===== src/rtl/c4_pkg.sv =====
// Shared Connect-4 types: cell encoding, board size, scanner states and
// the line-direction delta table.
package c4_pkg;

  localparam int C4_COLS = 7;
  localparam int C4_ROWS = 6;

  typedef enum logic [1:0] {
    EMPTY = 2'b00,
    P1    = 2'b01,
    P2    = 2'b10
  } cell_t;

  typedef enum logic [2:0] {
    IDLE,
    ISSUE,
    WAIT,
    CHECK,
    REPORT
  } scan_state_t;

  typedef struct packed {
    logic signed [3:0] dc;
    logic signed [3:0] dr;
  } delta_t;

  // 0 horizontal, 1 vertical, 2 rising diagonal, 3 falling diagonal
  function automatic delta_t dir_delta(input logic [1:0] dir);
    delta_t d;
    d.dc = 4'sd1;
    d.dr = 4'sd0;
    unique case (dir)
      2'd0: begin d.dc = 4'sd1; d.dr = 4'sd0;  end
      2'd1: begin d.dc = 4'sd0; d.dr = 4'sd1;  end
      2'd2: begin d.dc = 4'sd1; d.dr = 4'sd1;  end
      2'd3: begin d.dc = 4'sd1; d.dr = -4'sd1; end
      default: ;
    endcase
    return d;
  endfunction

endpackage


===== src/rtl/c4_coord_step.sv =====
// Combinational neighbour coordinate: base + sign*step*delta(dir), with a
// board bounds check. 4-bit signed math; any overflow lands negative (oob).
module c4_coord_step
  import c4_pkg::*;
#(
  parameter int COLS = C4_COLS,
  parameter int ROWS = C4_ROWS
) (
  input  logic [2:0] base_col,
  input  logic [2:0] base_row,
  input  logic [1:0] dir,
  input  logic       neg,
  input  logic [1:0] step,
  output logic [2:0] tgt_col,
  output logic [2:0] tgt_row,
  output logic       oob
);

  delta_t            d;
  logic signed [3:0] st;
  logic signed [3:0] off_c;
  logic signed [3:0] off_r;
  logic signed [3:0] tc;
  logic signed [3:0] tr;

  always_comb begin
    d     = dir_delta(dir);
    st    = $signed({2'b00, step});
    off_c = st * d.dc;
    off_r = st * d.dr;
    if (neg) begin
      off_c = -off_c;
      off_r = -off_r;
    end
    tc      = $signed({1'b0, base_col}) + off_c;
    tr      = $signed({1'b0, base_row}) + off_r;
    tgt_col = tc[2:0];
    tgt_row = tr[2:0];
    oob     = tc[3] || tr[3] ||
              (int'(tc[2:0]) >= COLS) || (int'(tr[2:0]) >= ROWS);
  end

endmodule


===== src/rtl/win_scanner.sv =====
// Connect-4 win scanner: walks four line directions through the last move,
// one RAM read at a time. Optional draw detection under WIN_SCANNER_DRAW_EN.
module win_scanner
  import c4_pkg::*;
#(
  parameter int COLS = C4_COLS,
  parameter int ROWS = C4_ROWS,
  parameter int AW   = 6
) (
  input  logic          clk,
  input  logic          rst,
  input  logic          start,
  input  logic [2:0]    col,
  input  logic [2:0]    row,
  input  logic          player,
  output logic [AW-1:0] raddr,
  input  logic [1:0]    rdata,
  output logic          busy,
  output logic          done,
  output logic          win1,
  output logic          win2,
  output logic          draw
);

  scan_state_t state, state_nx;
  logic [2:0]  bcol, brow;
  logic        ply;
  logic [2:0]  run, run_nx;
  logic [1:0]  dir;
  logic        neg;
  logic [1:0]  step;
  logic [2:0]  tcol, trow;
  logic        oob;
  logic        accept, match;
  logic        eor, eor_win, eor_last;
  cell_t       mover;

  c4_coord_step #(.COLS(COLS), .ROWS(ROWS)) u_step (
    .base_col (bcol),
    .base_row (brow),
    .dir      (dir),
    .neg      (neg),
    .step     (step),
    .tgt_col  (tcol),
    .tgt_row  (trow),
    .oob      (oob)
  );

  assign accept = (state == IDLE) && start && !win1 && !win2;
  assign mover  = ply ? P2 : P1;
  assign match  = (rdata == mover);

  always_comb begin
    run_nx = run;
    if (state == CHECK && match && run != 3'd7) run_nx = run + 3'd1;
  end

  // End of ray: off the board, a different cell, or three cells walked
  always_comb begin
    eor = 1'b0;
    if (state == ISSUE)      eor = oob;
    else if (state == CHECK) eor = !match || (step == 2'd3);
  end

  assign eor_win  = eor && (run_nx >= 3'd4);
  assign eor_last = eor && !eor_win && neg && (dir == 2'd3);

  always_ff @(posedge clk) begin
    if (rst) state <= IDLE;
    else     state <= state_nx;
  end

  always_comb begin
    state_nx = state;
    unique case (state)
      IDLE:    if (accept) state_nx = ISSUE;
      ISSUE:   state_nx = oob ? ISSUE : WAIT;
      WAIT:    state_nx = CHECK;
      CHECK:   state_nx = ISSUE;
      REPORT:  state_nx = IDLE;
      default: state_nx = IDLE;
    endcase
    if (eor_win || eor_last) state_nx = REPORT;
  end

  always_comb begin
    busy = (state != IDLE);
    done = (state == REPORT);
  end

  always_ff @(posedge clk) begin
    if (rst) begin
      bcol  <= '0;
      brow  <= '0;
      ply   <= 1'b0;
      run   <= '0;
      dir   <= '0;
      neg   <= 1'b0;
      step  <= '0;
      raddr <= '0;
      win1  <= 1'b0;
      win2  <= 1'b0;
    end else begin
      if (accept) begin
        bcol <= col;
        brow <= row;
        ply  <= player;
        run  <= 3'd1;
        dir  <= 2'd0;
        neg  <= 1'b0;
        step <= 2'd1;
      end
      // Registered address stays put through WAIT until the next ISSUE
      if (state == ISSUE && !oob) raddr <= AW'({trow, tcol});
      if (state == CHECK) begin
        run <= run_nx;
        if (match && step != 2'd3) step <= step + 2'd1;
      end
      if (eor) begin
        if (eor_win) begin
          if (ply) win2 <= 1'b1;
          else     win1 <= 1'b1;
        end else if (!neg) begin
          neg  <= 1'b1;
          step <= 2'd1;
        end else begin
          dir  <= dir + 2'd1;
          neg  <= 1'b0;
          step <= 2'd1;
          run  <= 3'd1;
        end
      end
    end
  end

`ifdef WIN_SCANNER_DRAW_EN
  logic [5:0] moves;

  always_ff @(posedge clk) begin
    if (rst) begin
      moves <= '0;
      draw  <= 1'b0;
    end else begin
      if (accept && moves != 6'h3f) moves <= moves + 6'd1;
      if (eor_last && int'(moves) == COLS * ROWS) draw <= 1'b1;
    end
  end
`else
  assign draw = 1'b0;
`endif

endmodule


===== config.mk =====
export PLATFORM = sky130hd
export DESIGN_NAME = win_scanner
export DESIGN_NICKNAME = d
export VERILOG_FILES = /design/src/rtl/c4_pkg.sv /design/src/rtl/c4_coord_step.sv /design/src/rtl/win_scanner.sv
export SDC_FILE = /design/constraint.sdc
export NUM_CORES = 1
export LEC_CHECK = 0
export CAP_MARGIN = 20
export CORE_MARGIN = 8
export CORE_UTILIZATION = 28
export CTS_CLUSTER_SIZE = 28
export DETAILED_ROUTE_END_ITERATION = 12
export MAX_ROUTING_LAYER = met4
export PLACE_DENSITY_LB_ADDON = 0.08
export SLEW_MARGIN = 20
export SYNTH_ARGS = -nofsm -noshare
export SYNTH_HDL_FRONTEND = slang
export SYNTH_HIERARCHICAL = 1
export SYNTH_SLANG_ARGS = --single-unit

===== constraint.sdc =====
create_clock -name clk -period 4.7 [get_ports clk]
set_clock_uncertainty 0.1 [all_clocks]
set_input_delay 0.705 -clock clk [delete_from_list [all_inputs] [get_ports clk]]
set_output_delay 0.705 -clock clk [all_outputs]
set_load 0.02 [all_outputs]

==> results of run 1 <==
[Yosys cell counts (2+ instances only)]
cell,count,area [sq um]
a211oi_1,2,15.0
a21o_1,2,15.0
a21oi_1,14,70.1
a31oi_1,2,12.5
clkbuf_1,3,11.3
dfxtp_1,26,521
fa_1,3,60.1
ha_1,11,138
inv_1,13,48.8
mux2_2,2,22.5
mux2_4,2,30.0
mux2i_1,8,80.1
nand2_1,29,109
nand2b_1,2,12.5
nand3_1,5,25.0
nor2_1,12,45.0
nor2b_1,4,25.0
nor3_1,3,15.0
nor3b_1,3,22.5
o211ai_1,3,22.5
o21ai_0,4,20.0
or2b_1,2,15.0
xnor2_1,3,26.3
xor2_1,2,17.5
[how the worst max path moves through the flow]
stage,from,to,slack (ps)
finish,dir[0],dir[0],1050
global placement,dir[0],raddr[0],1080
global route,dir[0],raddr[0],690
detailed placement,dir[0],dir[0],1050
floorplan,dir[0],dir[0],1510
CTS,dir[0],dir[0],1030
[flip-flops by register name, indices dropped and copies added, names as in the netlist]
name / flops
raddr: 6
bcol: 3
brow: 3
run: 3
state: 3
dir: 2
step: 2
neg: 1
ply: 1
win1: 1
win2: 1
[cell usage in the layout, fill, tap and decap left out, types with 5 or more instances in the layout]
cell | Yosys | routed
nand2_1 | 29 | 29
dfxtp_1 | 26 | 26
clkdlybuf4s50_1 | 0 | 21
a21oi_1 | 14 | 14
inv_1 | 13 | 13
nor2_1 | 12 | 12
ha_1 | 11 | 11
mux2i_1 | 8 | 8
nand3_1 | 5 | 5
[per-layer routing]
layer | GRT usage [%] | vias up | part of all wire (%)
met5 | - | - | 0
met4 | 2.42 | 0 | 0.89
met3 | 2.35 | 2 | 2.6
met2 | 15.1 | 14 | 47
met1 | 12.0 | 620 | 50
li1 | - | 689 | -
[critical path, delay by kind of cell, from the launching register on]
kind / cells / cell delay [ps]
XOR/XNOR: 2 / 530
adder cells (fa/ha/maj): 2 / 760
AO/OA/AOI/OAI: 2 / 590
AND/OR/NAND/NOR: 6 / 750
multiplexers: 1 / 320
flip-flops: 1 / 490
[layout make-up]
| cell class | instances | area share [%] |
|---|---|---|
| multi-input cells | 144 | 52.6 |
| well taps | 75 | 4.79 |
| clock buffers | 4 | 2.81 |
| repair buffers | 21 | 10.7 |
| inverters | 13 | 2.49 |
| flip-flops and latches | 26 | 26.6 |
[power groups by stage]
stage | registers, mW | logic, mW | clock network, mW
4_1_cts | 0.248 | 0.100 | 0.156
3_3_place_gp | 0.253 | 0.0992 | 0
3_5_place_dp | 0.253 | 0.0998 | 0
2_1_floorplan | 0.250 | 0.0692 | 0
5_1_grt | 0.251 | 0.111 | 0.165
6_report | 0.248 | 0.0980 | 0.146
[cells by family after synthesis]
kind of cell / count (synthesis) / synth area share [%]
compound gates: 38 / 15.2
simple gates: 73 / 23.2
flops: 26 / 31.8
xor+xnor: 6 / 4.12
mux: 12 / 8.09
buf+inv: 20 / 5.34
other cells: 1 / 0.229
fa+ha+maj: 14 / 12.1
==> run metrics, run 1 <==
run status=finished, final reports clean; share of the core filled with cells=33.9%; end of the worst hold path=brow[0]; worst min-delay path startpoint=brow[0]; cell at the slowest stage of the critical path=dfxtp_1; Routed WL per cell=13.1 um; cell count after synthesis=190; standard-cell row count=28; setup repair after global routing missed its margin=no; number of antenna violations at the first check in global routing=0; count of final setup violators=0; DRC violation total after the first TritonRoute iteration=41; total area of sequential cells=520 sq um; R2R Setup Slk=1050 ps; multi-input combinational cell area=0.00103 sq mm; slack of the critical path=1050 ps; Worst Path Arrival=3720 ps; final hold vios=0; final HPWL from detailed placement=2830 um; final critical delay including setup and external delays=3650 ps; detailed-route wire length=3700 um; clock latency on the worst-skew pair=270 ps; gpl congestion=0.782; prevailing post-synth register cell=dfxtp_1; number of global-route vias before repair=1,330; worst hold-check path type=reg -> reg; worst slack at placement=1050 ps; hold_ws=370 ps; power per standard cell area=251 mW/mm^2; mean cell area of the mapped netlist=8.63 sq um; number of inserted diodes=0; clock sink count=26; endpoint kind of the worst setup timing path=flop; number of placed I/O pins=23; number of instances on the worst hold path=2; net count after synthesis=216; capture instance of the worst register-to-register path=dir[0]; setup_tns=0 ps; worst reg2reg path startpoint=dir[0]; type of the worst setup path=reg -> reg; y dimension of the die=92.5 um; slew at the pin closest to its max-slew limit=1050 ps; first-pass GRT wire length=6490 um; CTS Root Buffer Type=clkbuf_8; clock transition at the registers of the reported paths=90 ps; post-route DRC violation count=0; Std-Cell Core Area=0.00578 sq mm; max-slew violation total from the final report=0; Largest stage delay, worst path=490 ps; post-route clock period utilization=77.7%; remaining max-slew budget at the tightest pin=29.7%; PortBufs=21; internal power component=0.353 mW; Switching Fraction=28.2%; crit start category=flop; count of filler cells inserted in the layout=620; number of synthesized flops with an enable pin=0; Gate power share=19.9%; number of post-CTS setup repair buffers=0; number of cells on the worst reg-to-reg path=13; cell total after placement=279; Gates resized, CTS repair=0; max-cap violation count=0; top achievable clock speed=274 MHz; cell area after technology mapping=0.00164 sq mm; Static Leakage=0.761 nW; cell occurring most often along the worst timing path=nor2_1; effective utilization at floorplan=28.4%; maximum fanout along the worst path=9; pin count of the biggest net entering global routing=28; # H-tree levels=1; total congestion overflow after global routing=0; clock buffer count from CTS=3; fraction of power consumed by the clock network=29.6%; ratio of cells with drive above 1 in the final layout=8.65%; Area growth syn-to-layout=19.5%; Async S/R FF share, synth=0%; sequential share of the synthesized area=31.8%; Flop pwr share=50.5%; final-stage net count=235; number of different library cells in the post-synthesis netlist=54; number of flip-flops and latches in the synthesized netlist=26; post-detailed-route via-to-cell ratio=4.68; maximum vdd ir drop=134 uV; synth warn=6; final antenna-violating net count=0; Tot GR Track Use=9.58%; drt pass-1 iters=4; sequence of cells on the critical path=nand2_1 > nor2_1 > fa_1 > xnor2_1 > ha_1 > a21oi_2 > xor3_1 > nand4_1 > nor2_1 > nor2_1 > a21boi_2 > nand2_2 > mux2_4; clock tree from TritonCTS=yes; number of vias in the routed layout=1,325; CP Data Required Time=4760 ps; Final Non-Filler Cells=283; net switching power=0.139 mW; Horiz. Die Dim=92.5 um; post-route cell area=0.00196 sq mm; maximum number of buffers from clock root to sink=2; number of buffers added to fix hold violations after cts=0; post-place instance area=0.00190 sq mm; total design power=0.492 mW; floorplan die area=0.00856 sq mm
No activity file was read; power rests on OpenSTA's default activity.
==> run 2, diff against run 1 <==
==> constraint.sdc (replaced) <==
create_clock -name clk -period 3.69 [get_ports clk]
set_clock_uncertainty 0.1 [all_clocks]
set_input_delay 0.5535 -clock clk [delete_from_list [all_inputs] [get_ports clk]]
set_output_delay 0.5535 -clock clk [all_outputs]
set_load 0.02 [all_outputs]
==> run 2 against run 1 <==
Net effect: via count is 0.15% higher; combinational power increased by 37%; total power is 30% higher; largest power group unchanged; clock power grew 29%; final cell count up 1.8%; first-iteration DRC count increased by 29%; highest routed layer unchanged; flip-flop and latch count is the same; die area unchanged; critical path type unchanged; largest cell class unchanged; register-to-register slack worse by 720 ps; wire length increased by 4.8%; worst setup slack worse by 720 ps.
==> run metrics, run 2 (synthesis results as in run 1) <==
run status=finished, final reports clean (unchanged); post-place instance area=0.00192 sq mm (was 0.00190 sq mm); first-pass GRT wire length=6420 um (was 6490 um); max-cap violation count=0 (unchanged); floorplan die area=0.00856 sq mm (unchanged); top register by number of flip-flops=raddr (unchanged); max FFs per register=6 (unchanged); Area growth syn-to-layout=22.6% (was 19.5%); Tot GR Track Use=9.57% (was 9.58%); post-detailed-route via-to-cell ratio=4.61 (was 4.68); final antenna-violating net count=0 (unchanged); number of placed I/O pins=23 (unchanged); y dimension of the die=92.5 um (unchanged); slew at the pin closest to its max-slew limit=1040 ps (was 1050 ps); number of buffers added to fix hold violations after cts=0 (unchanged); CTS Root Buffer Type=clkbuf_8 (unchanged); Horiz. Die Dim=92.5 um (unchanged); final critical delay including setup and external delays=3370 ps (was 3650 ps); top achievable clock speed=297 MHz (was 274 MHz); number of vias in the routed layout=1,327 (was 1,325); worst hold-check path type=reg -> reg (unchanged); Std-Cell Core Area=0.00578 sq mm (unchanged); drt pass-1 iters=4 (unchanged); power per standard cell area=318 mW/mm^2 (was 251 mW/mm^2); CP Data Required Time=3760 ps (was 4760 ps); multi-input combinational cell area=0.00104 sq mm (was 0.00103 sq mm); DRC violation total after the first TritonRoute iteration=53 (was 41); crit start category=flop (unchanged); maximum fanout along the worst path=8 (was 9); slack of the critical path=322 ps (was 1050 ps); setup_tns=0 ps (unchanged); setup repair after global routing missed its margin=no (unchanged); remaining max-slew budget at the tightest pin=30.2% (was 29.7%); most frequent cells in the layout=29 x nand2_1, 22 x dfxtp_1, 21 x clkdlybuf4s50_1, 14 x a21oi_1, 13 x inv_1 (was 29 x nand2_1, 26 x dfxtp_1, 21 x clkdlybuf4s50_1, 14 x a21oi_1, 13 x inv_1); number of inserted diodes=0 (unchanged); total area of sequential cells=526 sq um (was 520 sq um); maximum vdd ir drop=177 uV (was 134 uV); Worst Path Arrival=3430 ps (was 3720 ps); detailed-route wire length=3880 um (was 3700 um); Routed WL per cell=13.5 um (was 13.1 um); count of final setup violators=0 (unchanged); Static Leakage=0.790 nW (was 0.761 nW); endpoint kind of the worst setup timing path=flop (unchanged); worst slack at placement=78.1 ps (was 1050 ps); ratio of cells with drive above 1 in the final layout=12.7% (was 8.65%); post-route DRC violation count=0 (unchanged); final-stage net count=240 (was 235); gpl congestion=0.817 (was 0.782); PortBufs=21 (unchanged); post-route cell area=0.00201 sq mm (was 0.00196 sq mm); number of global-route vias before repair=1,279 (was 1,330); most frequent standard cell in the layout excluding fill and tap cells=nand2_1 (unchanged); final HPWL from detailed placement=2790 um (was 2830 um); final hold vios=0 (unchanged); post-route clock period utilization=91.3% (was 77.7%); total congestion overflow after global routing=0 (unchanged); count of filler cells inserted in the layout=611 (was 620); clock tree from TritonCTS=yes (unchanged); clock latency on the worst-skew pair=270 ps (about the same); pin count of the biggest net entering global routing=28 (unchanged); type of the worst setup path=reg -> reg (unchanged); max-slew violation total from the final report=0 (unchanged); standard-cell row count=28 (unchanged); clock buffer count from CTS=3 (unchanged); maximum number of buffers from clock root to sink=2 (unchanged); # H-tree levels=1 (unchanged); clock sink count=26 (unchanged); clock transition at the registers of the reported paths=90 ps (about the same); number of antenna violations at the first check in global routing=0 (unchanged); effective utilization at floorplan=28.4% (unchanged)
==> run 2: final cells by class <==
cell class | instances | area share (%)
tap | 75 | 4.67
multi-input combinational | 144 | 51.7
inverter | 13 | 2.43
sequential | 26 | 26.2
timing repair buffer | 26 | 12.3
clock buffer | 4 | 2.74
==> run 2: path summary, 6_finish.rpt <==
check / start / end / slack [ps] / cells after the start
worst min-delay path: bcol[2] / bcol[2] / 370 / 2
worst max register to register: step[0] / dir[0] / 320 / 13
worst min register to register: bcol[2] / bcol[2] / 370 / 2
worst max-delay path: step[0] / dir[0] / 320 / 13
==> run 2: critical path: stages (launching register included) <==
cell	delay, ps
dfxtp_2	420
nand2_1	90
nor2_1	130
fa_1	470
xnor2_1	210
ha_1	290
a21oi_2	160
xor3_1	310
nand4_1	120
nor2_1	50
nor2_1	210
a21boi_4	310
nand2_2	100
mux2_4	290
==> run 2: repair_timing <==
action,in CTS,in global routing
resized for setup,0,5
buffers inserted,0,3
setup endpoints to repair,0,6
==> run 2: power by group <==
| group | switching [mW] | internal [mW] | total, mW |
|---|---|---|---|
| Sequential | 0.0192 | 0.296 | 0.316 |
| Combinational | 0.0705 | 0.0637 | 0.134 |
| Clock | 0.0936 | 0.0955 | 0.189 |
==> run 2: per-layer routing <==
layer	track usage, %	vias up	part of all wire, %
met5	-	-	0
met4	2.01	0	0.64
met3	2.02	2	2.2
met2	15.7	17	49
met1	11.8	608	48
li1	-	700	-
==> run 2: through the flow <==
stage	instances	power, mW	utilization (%)	hold slack (ps)
final	288	0.639	34.8	367
after global routing	288	0.679	34.8	387
after CTS	285	0.651	34.2	373
after detailed placement	281	0.453	33.2	357
after global placement	281	0.452	33.2	354
after floorplan	190	0.407	-	341
==> run 3, diff against run 2 <==
==> constraint.sdc (replaced) <==
create_clock -name clk -period 3.33 [get_ports clk]
set_clock_uncertainty 0.1 [all_clocks]
set_input_delay 0.4995 -clock clk [delete_from_list [all_inputs] [get_ports clk]]
set_output_delay 0.4995 -clock clk [all_outputs]
set_load 0.02 [all_outputs]
==> run 3 against run 2 <==
Net effect: flip-flop and latch count unchanged; combinational power increased by 18%; worst setup slack lost 140 ps; final cell count up 1.7%; sequential share of layout area fell by 1.1 points; cell area is 5.0% higher; via count increased by 5.7%; clock power increased by 43%; highest routed layer unchanged; wire length increased by 5.3%; die area unchanged; clock-buffer cell count is 1 lower; largest cell class unchanged; sequential power up 9.2%.
==> run metrics, run 3 (synthesis results as in run 1) <==
run status=finished, final reports clean (unchanged); Tot GR Track Use=9.92% (was 9.57%); R2R Setup Slk=180 ps (was 320 ps); maximum fanout along the worst path=8 (unchanged); post-route cell area=0.00211 sq mm (was 0.00201 sq mm); max-slew violation total from the final report=0 (unchanged); PortBufs=21 (unchanged); detailed-route wire length=4090 um (was 3880 um); number of placed I/O pins=23 (unchanged); top achievable clock speed=318 MHz (was 297 MHz); Largest stage delay, worst path=600 ps (was 470 ps); crit start category=flop (unchanged); first-pass GRT wire length=6620 um (was 6420 um); internal power component=0.563 mW (was 0.456 mW); CP Data Required Time=3400 ps (was 3760 ps); wire length on met3=128 um (was 87 um); DRC violation total after the first TritonRoute iteration=28 (was 53); slew at the pin closest to its max-slew limit=531 ps (was 1040 ps); cell at the slowest stage of the critical path=fa_2 (was fa_1); max-cap violation count=0 (unchanged); wire length on met1=1830 um (was 1870 um); Gate power share=20.4% (was 21.0%); pin count of the biggest net entering global routing=17 (was 28); endpoint kind of the worst setup timing path=flop (unchanged); Flop pwr share=44.6% (was 49.4%); power per standard cell area=366 mW/mm^2 (was 318 mW/mm^2); count of filler cells inserted in the layout=605 (was 611); top register by number of flip-flops=raddr (unchanged); y dimension of the die=92.5 um (unchanged); Highest Signal Layer=met4 (unchanged); total congestion overflow after global routing=0 (unchanged); final HPWL from detailed placement=3050 um (was 2790 um); post-place instance area=0.00196 sq mm (was 0.00192 sq mm); number of vias in the routed layout=1,402 (was 1,327); maximum number of buffers from clock root to sink=2 (unchanged); drt pass-1 iters=4 (unchanged); number of inserted diodes=0 (unchanged); clock transition at the registers of the reported paths=100 ps (was 90 ps); floorplan die area=0.00856 sq mm (unchanged); gpl congestion=0.782 (was 0.817); clock latency on the worst-skew pair=280 ps (was 270 ps); final-stage net count=245 (was 240); capture instance of the worst register-to-register path=dir[0] (unchanged); Switching Fraction=27.1% (was 28.7%); final critical delay including setup and external delays=3150 ps (was 3370 ps); final antenna-violating net count=0 (unchanged); post-route clock period utilization=94.5% (was 91.3%); worst reg2reg path startpoint=dir[1] (was step[0]); net switching power=0.210 mW (was 0.183 mW); Final Non-Filler Cells=293 (was 288); Area growth syn-to-layout=28.8% (was 22.6%); cell occurring most often along the worst timing path=nand2_2 (was nor2_1); setup_tns=0 ps (unchanged); Worst Path Arrival=3220 ps (was 3430 ps); final hold vios=0 (unchanged); Std-Cell Core Area=0.00578 sq mm (unchanged); CTS Root Buffer Type=clkbuf_8 (unchanged); clock buffer count from CTS=3 (unchanged); most frequent standard cell in the layout excluding fill and tap cells=nand2_1 (unchanged); ratio of cells with drive above 1 in the final layout=17.4% (was 12.7%); number of cells on the worst reg-to-reg path=13 (unchanged); Static Leakage=0.831 nW (was 0.790 nW); effective utilization at floorplan=28.4% (unchanged); most frequent cells in the layout=28 x nand2_1, 23 x dfxtp_1, 21 x clkdlybuf4s50_1, 13 x inv_1, 13 x a21oi_1 (was 29 x nand2_1, 22 x dfxtp_1, 21 x clkdlybuf4s50_1, 14 x a21oi_1, 13 x inv_1); number of antenna violations at the first check in global routing=0 (unchanged); timing startpoint of the critical path=dir[1] (was step[0]); post-detailed-route via-to-cell ratio=4.78 (was 4.61); max FFs per register=6 (unchanged); remaining max-slew budget at the tightest pin=64.5% (was 30.2%); fraction of power consumed by the clock network=34.9% (was 29.6%); Horiz. Die Dim=92.5 um (unchanged); sequence of cells on the critical path=nand2_2 > nor2_4 > fa_2 > xnor2_2 > ha_4 > a21oi_2 > xor3_1 > nand4_1 > nor2_1 > nor2_2 > a21boi_4 > nand2_2 > mux2_4 (was nand2_1 > nor2_1 > fa_1 > xnor2_1 > ha_1 > a21oi_2 > xor3_1 > nand4_1 > nor2_1 > nor2_1 > a21boi_4 > nand2_2 > mux2_4); Routed WL per cell=14.0 um (was 13.5 um); destination of the critical timing path=dir[0] (unchanged); number of global-route vias before repair=1,425 (was 1,279); worst hold-check path type=reg -> reg (unchanged); count of final setup violators=0 (unchanged); type of the worst setup path=reg -> reg (unchanged); number of buffers added to fix hold violations after cts=0 (unchanged); detailed-routed wire length on met2=2040 um (was 1900 um); maximum vdd ir drop=189 uV (was 177 uV); clock sink count=26 (unchanged); # H-tree levels=1 (unchanged); cell total after placement=287 (was 281); post-route DRC violation count=0 (unchanged); clock tree from TritonCTS=yes (unchanged); standard-cell row count=28 (unchanged)
run 3: changes by cell type in the layout (fill, tap and decap cells not counted), moves of 2 or more:
cell	change
nor2_1	-2
dfxtp_2	-3
buf_4	+4
dfxtp_4	+2
run 3: area by class of cell:
| cell class | instances | area, sq um | area share, % |
|---|---|---|---|
| Clock buffer | 3 | 41.3 | 1.96 |
| Clock inverter | 1 | 30.0 | 1.42 |
| Inverter | 13 | 48.8 | 2.31 |
| Multi-Input combinational cell | 144 | 1080 | 51.1 |
| Sequential cell | 26 | 529 | 25.1 |
| Tap cell | 75 | 93.8 | 4.45 |
| Timing Repair Buffer | 31 | 289 | 13.7 |
run 3: per-layer routing:
metal / vias to the layer above / GRT usage [%]
met5: - / -
met4: 0 / 3.36
met3: 8 / 2.91
met2: 22 / 16.4
met1: 660 / 11.2
li1: 712 / -
run 3: worst max-delay path: cells and delay by family, from the launching register on:
kind                     cells  cell delay (ps)
XOR/XNOR                     2              450
AND/OR/NAND/NOR              6              570
AO/OA/AOI/OAI                2              410
adder cells (fa/ha/maj)      2              840
flip-flops                   1              380
multiplexers                 1              290
run 3: worst min path at each step:
stage	startpoint	end	slack, ps	depth (start not counted)
4_1_cts	brow[0]	brow[0]	380	2
5_1_grt	bcol[2]	bcol[2]	390	2
3_5_place_dp	brow[0]	brow[0]	360	2
2_1_floorplan	bcol[0]	bcol[0]	340	2
3_3_place_gp	brow[0]	brow[0]	350	2
6_report	brow[0]	brow[0]	370	2
run 3: power by group through the flow:
stage	clock network (mW)	registers [mW]	logic, mW
finish	0.270	0.345	0.158
global route	0.295	0.348	0.178
CTS	0.281	0.346	0.156
detailed placement	0	0.354	0.154
global placement	0	0.353	0.153
floorplan	0	0.353	0.0977
run 3: what timing repair did:
action / 4_1_cts / 5_1_grt
hold endpoints to repair: 0 / 0
gates resized for setup: 2 / 15
endpoints found under the setup margin: 3 / 16
pin swaps: 0 / 6
buffers inserted: 0 / 2
run 3: through the flow:
step           hold WS [ps]  utilization [%]  power [mW]  setup WS (ps)
4_1_cts                 376             35.4       0.784           28.8
5_1_grt                 395             36.5       0.821         -0.306
6_report                368             36.5       0.773            182
3_5_place_dp            361             34.0       0.508          -19.4
2_1_floorplan           341                -       0.451            137
3_3_place_gp            354             34.0       0.507            105
